## src/rtl/phase_sequencer_4_pkg.sv

```systemverilog
// Shared encodings and widths for the four-phase instruction-cycle sequencer.
package phase_sequencer_4_pkg;

  localparam int unsigned PHASE_COUNT     = 4;
  localparam int unsigned CYCLE_CNT_WIDTH = 8;
  localparam int unsigned STATE_WIDTH     = 3;

  // Sequencer states; codes 6 and 7 are unreachable and recover to ST_IDLE.
  typedef enum logic [STATE_WIDTH-1:0] {
    ST_IDLE   = 3'd0,
    ST_P1     = 3'd1,
    ST_P2     = 3'd2,
    ST_P3     = 3'd3,
    ST_P4     = 3'd4,
    ST_HALTED = 3'd5
  } state_e;

endpackage : phase_sequencer_4_pkg

```

## src/rtl/phase_seq_counter.sv

```systemverilog
// Async-reset wrapping incrementer used as the completed-instruction counter.
module phase_seq_counter
  import phase_sequencer_4_pkg::*;
#(
  parameter int unsigned WIDTH = CYCLE_CNT_WIDTH
) (
  input  logic             clk,
  input  logic             rst,
  input  logic             en,
  output logic [WIDTH-1:0] count
);

  logic [WIDTH-1:0] count_q;
  logic [WIDTH-1:0] count_d;

  // Next count: modulo 2^WIDTH increment when enabled.
  always_comb begin
    count_d = count_q;
    if (en) begin
      count_d = count_q + WIDTH'(1);
    end
  end

  // Count register.
  always_ff @(posedge clk or posedge rst) begin
    if (rst) begin
      count_q <= '0;
    end else begin
      count_q <= count_d;
    end
  end

  assign count = count_q;

endmodule : phase_seq_counter

```

## src/rtl/phase_sequencer_4.sv

```systemverilog
// Registered one-hot four-phase sequencer (fetch/decode/execute/writeback)
// with stall, short-instruction skip and halt at instruction boundaries.
// Optional macro PHASE_SEQ_CYCLE_CNT_EN adds the 8-bit completed-instruction
// counter; without it Cycle_Count is tied to zero.
module phase_sequencer_4
  import phase_sequencer_4_pkg::*;
#(
  parameter int    UUID = 0,
  parameter string NAME = ""
) (
  input  logic                       clk,
  input  logic                       rst,
  input  logic                       Start,
  input  logic                       Stall,
  input  logic                       Short,
  input  logic                       Halt_Req,
  output logic                       Phase_1,
  output logic                       Phase_2,
  output logic                       Phase_3,
  output logic                       Phase_4,
  output logic                       Running,
  output logic                       Halted,
  output logic                       Instr_Done,
  output logic [CYCLE_CNT_WIDTH-1:0] Cycle_Count
);

  state_e                 state_q;
  state_e                 state_d;
  logic [PHASE_COUNT-1:0] phase_q;
  logic [PHASE_COUNT-1:0] phase_d;
  logic                   running_q;
  logic                   running_d;
  logic                   halted_q;
  logic                   halted_d;
  logic                   done_q;
  logic                   done_d;
  logic                   boundary;

  // Next state and the registered outputs that will accompany it.
  always_comb begin
    state_d  = state_q;
    boundary = 1'b0;
    unique case (state_q)
      ST_IDLE:   if (Start) state_d = ST_P1;
      ST_P1:     if (!Stall) state_d = ST_P2;
      ST_P2:     if (!Stall) state_d = ST_P3;
      ST_P3: begin
        if (!Stall) begin
          if (Short) boundary = 1'b1;
          else       state_d  = ST_P4;
        end
      end
      ST_P4:     if (!Stall) boundary = 1'b1;
      ST_HALTED: if (Start) state_d = ST_P1;
      default:   state_d = ST_IDLE;
    endcase
    if (boundary) begin
      state_d = Halt_Req ? ST_HALTED : ST_P1;
    end

    phase_d[0] = (state_d == ST_P1);
    phase_d[1] = (state_d == ST_P2);
    phase_d[2] = (state_d == ST_P3);
    phase_d[3] = (state_d == ST_P4);
    running_d  = |phase_d;
    halted_d   = (state_d == ST_HALTED);
    done_d     = boundary;
  end

  // State and output registers; reset discards any in-flight instruction.
  always_ff @(posedge clk or posedge rst) begin
    if (rst) begin
      state_q   <= ST_IDLE;
      phase_q   <= '0;
      running_q <= 1'b0;
      halted_q  <= 1'b0;
      done_q    <= 1'b0;
    end else begin
      state_q   <= state_d;
      phase_q   <= phase_d;
      running_q <= running_d;
      halted_q  <= halted_d;
      done_q    <= done_d;
    end
  end

  assign Phase_1    = phase_q[0];
  assign Phase_2    = phase_q[1];
  assign Phase_3    = phase_q[2];
  assign Phase_4    = phase_q[3];
  assign Running    = running_q;
  assign Halted     = halted_q;
  assign Instr_Done = done_q;

`ifdef PHASE_SEQ_CYCLE_CNT_EN
  // Completed-instruction counter advances on the same edge as Instr_Done.
  phase_seq_counter #(
    .WIDTH (CYCLE_CNT_WIDTH)
  ) u_counter (
    .clk   (clk),
    .rst   (rst),
    .en    (boundary),
    .count (Cycle_Count)
  );
`else
  assign Cycle_Count = '0;
`endif

endmodule : phase_sequencer_4

```

## config.mk

```make
export PLATFORM = sky130hd
export DESIGN_NAME = phase_sequencer_4
export DESIGN_NICKNAME = d
export VERILOG_FILES = /design/src/rtl/phase_sequencer_4_pkg.sv /design/src/rtl/phase_seq_counter.sv /design/src/rtl/phase_sequencer_4.sv
export SDC_FILE = /design/constraint.sdc
export NUM_CORES = 1
export LEC_CHECK = 0
export BUFFER_PORTS_ARGS = -buffer_cell sky130_fd_sc_hd__buf_2
export CORE_MARGIN = 2
export CORE_UTILIZATION = 42
export CTS_CLUSTER_SIZE = 12
export DETAILED_ROUTE_END_ITERATION = 8
export GPL_TIMING_DRIVEN = 0
export PLACE_DENSITY = 0.72
export SETUP_SLACK_MARGIN = 0.2
export SLEW_MARGIN = 10
export SYNTH_ARGS = -nofsm -noshare
export SYNTH_HDL_FRONTEND = slang
export SYNTH_SLANG_ARGS = --single-unit
```

## constraint.sdc

```tcl
create_clock -name clk -period 1.3 [get_ports clk]
set_input_delay 0.13 -clock clk [delete_from_list [all_inputs] [get_ports clk]]
set_output_delay 0.13 -clock clk [all_outputs]
set_load 0.03 [all_outputs]
```

==> run metrics, run 1 <==
final net count 95; crit path max fanout 9; hold path depth 3; Final Hold Fails 0; first-pass GRT wire length 1640 um; worst hold path type in -> reg; most common cell after layout, fill and taps aside buf_4; All-Layer GR Usage 12.4%; CTS Buffer Depth 2; Gate Count Post-Synth 57; largest net degree at the start of global routing 11; layout cell share with drive strength beyond 1 53.4%; status complete, but fails checks; Avg Cell Area, Syn 10.4 um2; leak pwr 0.450 nW; Yosys Warn Count 0; Post-Place Cell Area 728 um2; fin crit period 1.38 ns; initial antenna violation count 0; htree depth 1; total wire length 1030 um; worst path arrival time 1.57 ns; register area share after synthesis 42.1%; Worst EP required 1.49 ns; Num CTS Buffers 3; die extent in x 41.6 um; distinct cell type count after synthesis 27; most frequent cells in the layout buf_4 (13), buf_2 (12), dfrtp_1 (10); post-route ant nets 0; failing checks setup timing; Cell Rows 13; final setup margin -0.0819 ns; P per Cell Area 2200 mW/mm2; Antenna diodes 0; Worst-path clk slew 0.07 ns; vias per cell 4.45; R2R cell count 4; Crit. End Element register; die area 0.00173 mm2; Yosys reg bits 10; Clock Skews 0.00674 ns; final setup fails 5; Final Cycle Share 106%; unrepaired setup endpoints after global routing yes; CTS tree done; Design Power 0.00193 W; Buffers on Ports 12; TNS Setup -0.278 ns; die height 41.6 um; Worst VDD drop 0.00114 V; max-slew violations 0; Mapped Area 594 um2; Highest Clock Rate 724 MHz; vias in the first global route 385; Pre-antenna DRT Iters 2; WS Path Type reg -> reg; initial core utilization 45.1%; IO Count 21; gp weighted congestion 0.740; max cap viols 0; Area Overhead vs Synth 47.4%; vias 458; final instance area 876 um2; Layout Utilization 66.5%; core area 0.00132 mm2; TritonCTS sink count 10; Clock Latency Late Sink 0.26 ns; GRT overflow 0; root buffer cell clkbuf_4; WHS 0.136 ns; post-DR wirelength/cell 9.95 um; DRC Markers 0; DR iter-0 viols 1; hpwl dp 690 um; Startpoint Class register
==> critical path, stage by stage (launching register included) <==
cell,delay (ns)
dfrtp_1,0.39
buf_6,0.14
or4_4,0.52
o311ai_4,0.09
xor2_1,0.16
==> flip-flops by register name, summed over array words and instances (netlist names) <==
name        cells
phase_q         4
Running         1
Halted          1
state_q         3
Instr_Done      1
==> area by class of cell <==
type,instances,area (um2)
fill,109,442
multi-input combinational,39,332
sequential,10,250
timing repair buffer,20,130
buffer,11,93.8
clock buffer,4,36.3
tap,15,18.8
inverter,4,15.0
==> Yosys cell counts <==
library cell,instances,share of area (%)
o311ai_0,1,1.5
nand2_1,2,1.3
a21oi_2,1,1.5
dfrtp_1,10,42
and2_1,1,1.1
xor2_1,1,1.5
nor3_1,1,0.84
nor2b_1,3,3.2
mux2i_1,1,1.7
buf_6,2,3.8
a221oi_4,1,4.4
or3_1,1,1.1
inv_1,4,2.5
buf_4,9,11
o311ai_2,1,2.7
or3b_1,1,1.5
a21o_1,1,1.3
o21a_1,1,1.3
a21oi_1,2,1.7
o21ai_0,2,1.7
nor2b_4,1,2.3
nand4b_1,2,2.9
nor2_1,4,2.5
xnor2_1,1,1.5
conb_1,1,0.63
or4_1,1,1.3
nor4_1,1,1.1
==> repair_timing <==
item                                    CTS  global route
pin swaps                                 2             2
hold endpoints to repair                 10             0
resized for setup                         1            10
endpoints found under the setup margin    8            10
setup buffers                             4             3
hold buffers                              1             0
==> where the power goes <==
group,switching [W],internal [W],leakage [nW],total [W]
clock network,0.000103,0.000170,0.0210,0.000273
registers,0.0000453,0.000426,0.127,0.000472
logic,0.000630,0.000550,0.302,0.00118
==> per-layer routing <==
layer,GRT usage (%),part of all wire [%],wire length [um]
met2,17.5,47,479
met5,0,0,0
met1,17.2,43,445
met4,7.74,3.9,40
met3,2.61,5.8,59
==> logic make-up after synthesis <==
logic type                count (synthesis)  share of synthesized area, %
AOI/OAI and AO/OA                        10                          16.0
DFF                                      10                          42.1
muxes                                     1                          1.68
xor gates and xnor gates                  2                          2.95
buffers and inverters                    15                          17.7
other                                     1                         0.631
and+or+nand+nor                          18                          18.9
==> through the flow <==
stage / std cells / worst slack [ns]
after CTS: 100 / -0.0942
after floorplan: 64 / -0.0275
after detailed placement: 91 / -0.122
after global routing: 103 / -0.170
final: 103 / -0.0819
after global placement: 91 / -0.116
==> worst paths after layout <==
check	from	to	slack, ns
min in group asynchronous	rst	state_q[2]	0.38
hold / removal	Halt_Req	state_q[2]	0.14
max in group asynchronous	rst	Running	0.66
hold reg to reg	state_q[2]	phase_q[2]	0.70
setup / recovery	state_q[0]	Running	-0.08
setup reg to reg	state_q[0]	Running	-0.08
Power figures use the tool's default switching activity.
==> run 2: changes to the inputs <==
Settings changed: ABC_AREA set to 1, CORE_UTILIZATION 42 to 43, RECOVER_POWER set to 100.
==> run metrics, run 2 <==
IO Count 21; Gate Count Post-Synth 78; EDFF count, synth 0; distinct cell type count after synthesis 17; die height 42.4 um; P per Cell Area 2410 mW/mm2; area share of the leading cell type in the synthesized netlist 39.4%; Startpoint Class register; htree depth 1; Largest Register phase_q; Final Cycle Share 96.8%; worst hold path type in -> reg; Post-synth top flop dfrtp_1; Clock Skews 0.00382 ns; initial core utilization 47.6%; post-route ant nets 0; WHS 0.145 ns; Largest register FFs 4; root buffer cell clkbuf_4; Mapped Area 634 um2; multiplexer share of the synthesized area 0%; Synth Area in Adders 0%; Area Overhead vs Synth 30.6%; Synth area leaders dfrtp_1 (39%), buf_4 (9.5%), nand2_1 (6.5%); WS Path Type reg -> reg; final setup fails 0; unrepaired setup endpoints after global routing yes; Buffers on Ports 12; dpl ws 0.0283 ns; core area 0.00133 mm2; die extent in x 42.4 um; Num CTS Buffers 3; most frequent cell after synthesis nand2_1; Worst VDD drop 0.00124 V; GRT overflow 0; gp weighted congestion 0.835; worst path arrival time 1.42 ns; CTS Buffer Depth 2; DR iter-0 viols 4; crit path max fanout 8; largest family of logic cells by synthesized area simple AND/OR/NAND/NOR gates; initial antenna violation count 0; Yosys Warn Count 0; Pre-antenna DRT Iters 4; All-Layer GR Usage 14.9%; TritonCTS sink count 10; Clock Latency Late Sink 0.26 ns; Final Hold Fails 0; Synth Area in Compound Gates 2.17%; largest registers phase_q x4, state_q x3; die area 0.00180 mm2; status complete, no violations; total wire length 1040 um; Crit. End Element register; Worst EP required 1.46 ns; DRC Markers 0; Fill cells 125; Highest Clock Rate 794 MHz; Synth Area in XOR/XNOR 0%; hpwl dp 825 um; fin crit period 1.26 ns; max cap viols 0; Cell Rows 13; vias 525; vias per cell 4.38; final net count 112; CTS tree done; Antenna diodes 0; largest net degree at the start of global routing 11; register area share after synthesis 39.4%; vias in the first global route 500; final setup margin 0.0412 ns; leading area contributor after synthesis dfrtp_1; Worst-path clk slew 0.06 ns; Post-synth top cells nand2_1 (11), dfrtp_1 (10), inv_1 (9); Yosys reg bits 10; layout cell share with drive strength beyond 1 45.7%; first-pass GRT wire length 1950 um; post-DR wirelength/cell 8.69 um; Avg Cell Area, Syn 8.13 um2; max-slew violations 0; FFs w/ async S/R, synth 100%; leak pwr 0.451 nW; simple-gate share of the synthesized area 38.7%; most frequent cells in the layout nand2_1 (10), buf_4 (10)
run 2: cell count changes after synthesis, moves of 5 or more:
cell,change
inv_1,+5
nand3_1,+5
nand2_2,+6
nand2_1,+9
run 2: logic make-up after synthesis:
kind of cell,after synthesis
AOI/OAI and AO/OA,2
buffers and inverters,22
and+or+nand+nor,43
other,1
DFF,10
run 2: final timing paths:
path | start | end | slack (ns) | cells after the start
min in group asynchronous | rst | Running | 0.38 | 3
max | state_q[0] | Running | 0.04 | 10
min | Halt_Req | state_q[2] | 0.14 | 3
max reg2reg | state_q[0] | Running | 0.04 | 10
max in group asynchronous | rst | state_q[1] | 0.64 | 3
min reg2reg | state_q[2] | state_q[2] | 0.79 | 4
run 2: critical path, stage by stage (launching register included):
cell	delay, ns
dfrtp_1	0.34
buf_6	0.14
nand2_2	0.05
nor2_2	0.11
nand2_2	0.07
nand2_4	0.12
inv_4	0.06
nand2_4	0.07
nand2_4	0.06
nand3_2	0.09
nand2_2	0.05
run 2: metal layers:
metal | share of wire (%) | track usage, % | vias up | wire length [um]
li1 | - | - | 278 | -
met1 | 41 | 15.3 | 227 | 432
met2 | 50 | 25.5 | 18 | 520
met3 | 7.3 | 6.47 | 2 | 76
met4 | 1.3 | 7.50 | 0 | 14
met5 | 0 | 0 | - | 0
run 2: metrics by stage:
step           std cells  setup TNS, ns  total power, W  utilization [%]  cell area [um2]
2_1_floorplan         85              0         0.00146                -              684
3_3_place_gp         112              0         0.00164             57.2              763
3_5_place_dp         112              0         0.00165             57.2              763
4_1_cts              120              0         0.00200             62.5              833
5_1_grt              120         -0.109         0.00216             62.1              828
6_report             120              0         0.00200             62.1              828
run 2: final cells by class:
class                      count  area [um2]  share of cell area, %
buffer                         9        71.3                   8.61
multi-input combinational     53         305                   36.9
inverter                      13        56.3                   6.80
tap                           15        18.8                   2.27
timing repair buffer          16        87.6                   10.6
clock buffer                   4        36.3                   4.38
sequential                    10         253                   30.5
run 2: power by group:
part | switching (W) | internal, W | leakage, nW
clock | 0.0000992 | 0.000170 | 0.0210
sequential | 0.0000858 | 0.000440 | 0.125
combinational | 0.000781 | 0.000421 | 0.305
total | 0.000966 | 0.00103 | 0.451
run 2: timing repair:
action / 4_1_cts / 5_1_grt
hold endpoints to repair: 10 / 0
setup endpoints to repair: 8 / 9
hold buffers: 1 / 0
setup buffers: 3 / 0
pin swaps: 1 / 1
resized for setup: 1 / 1
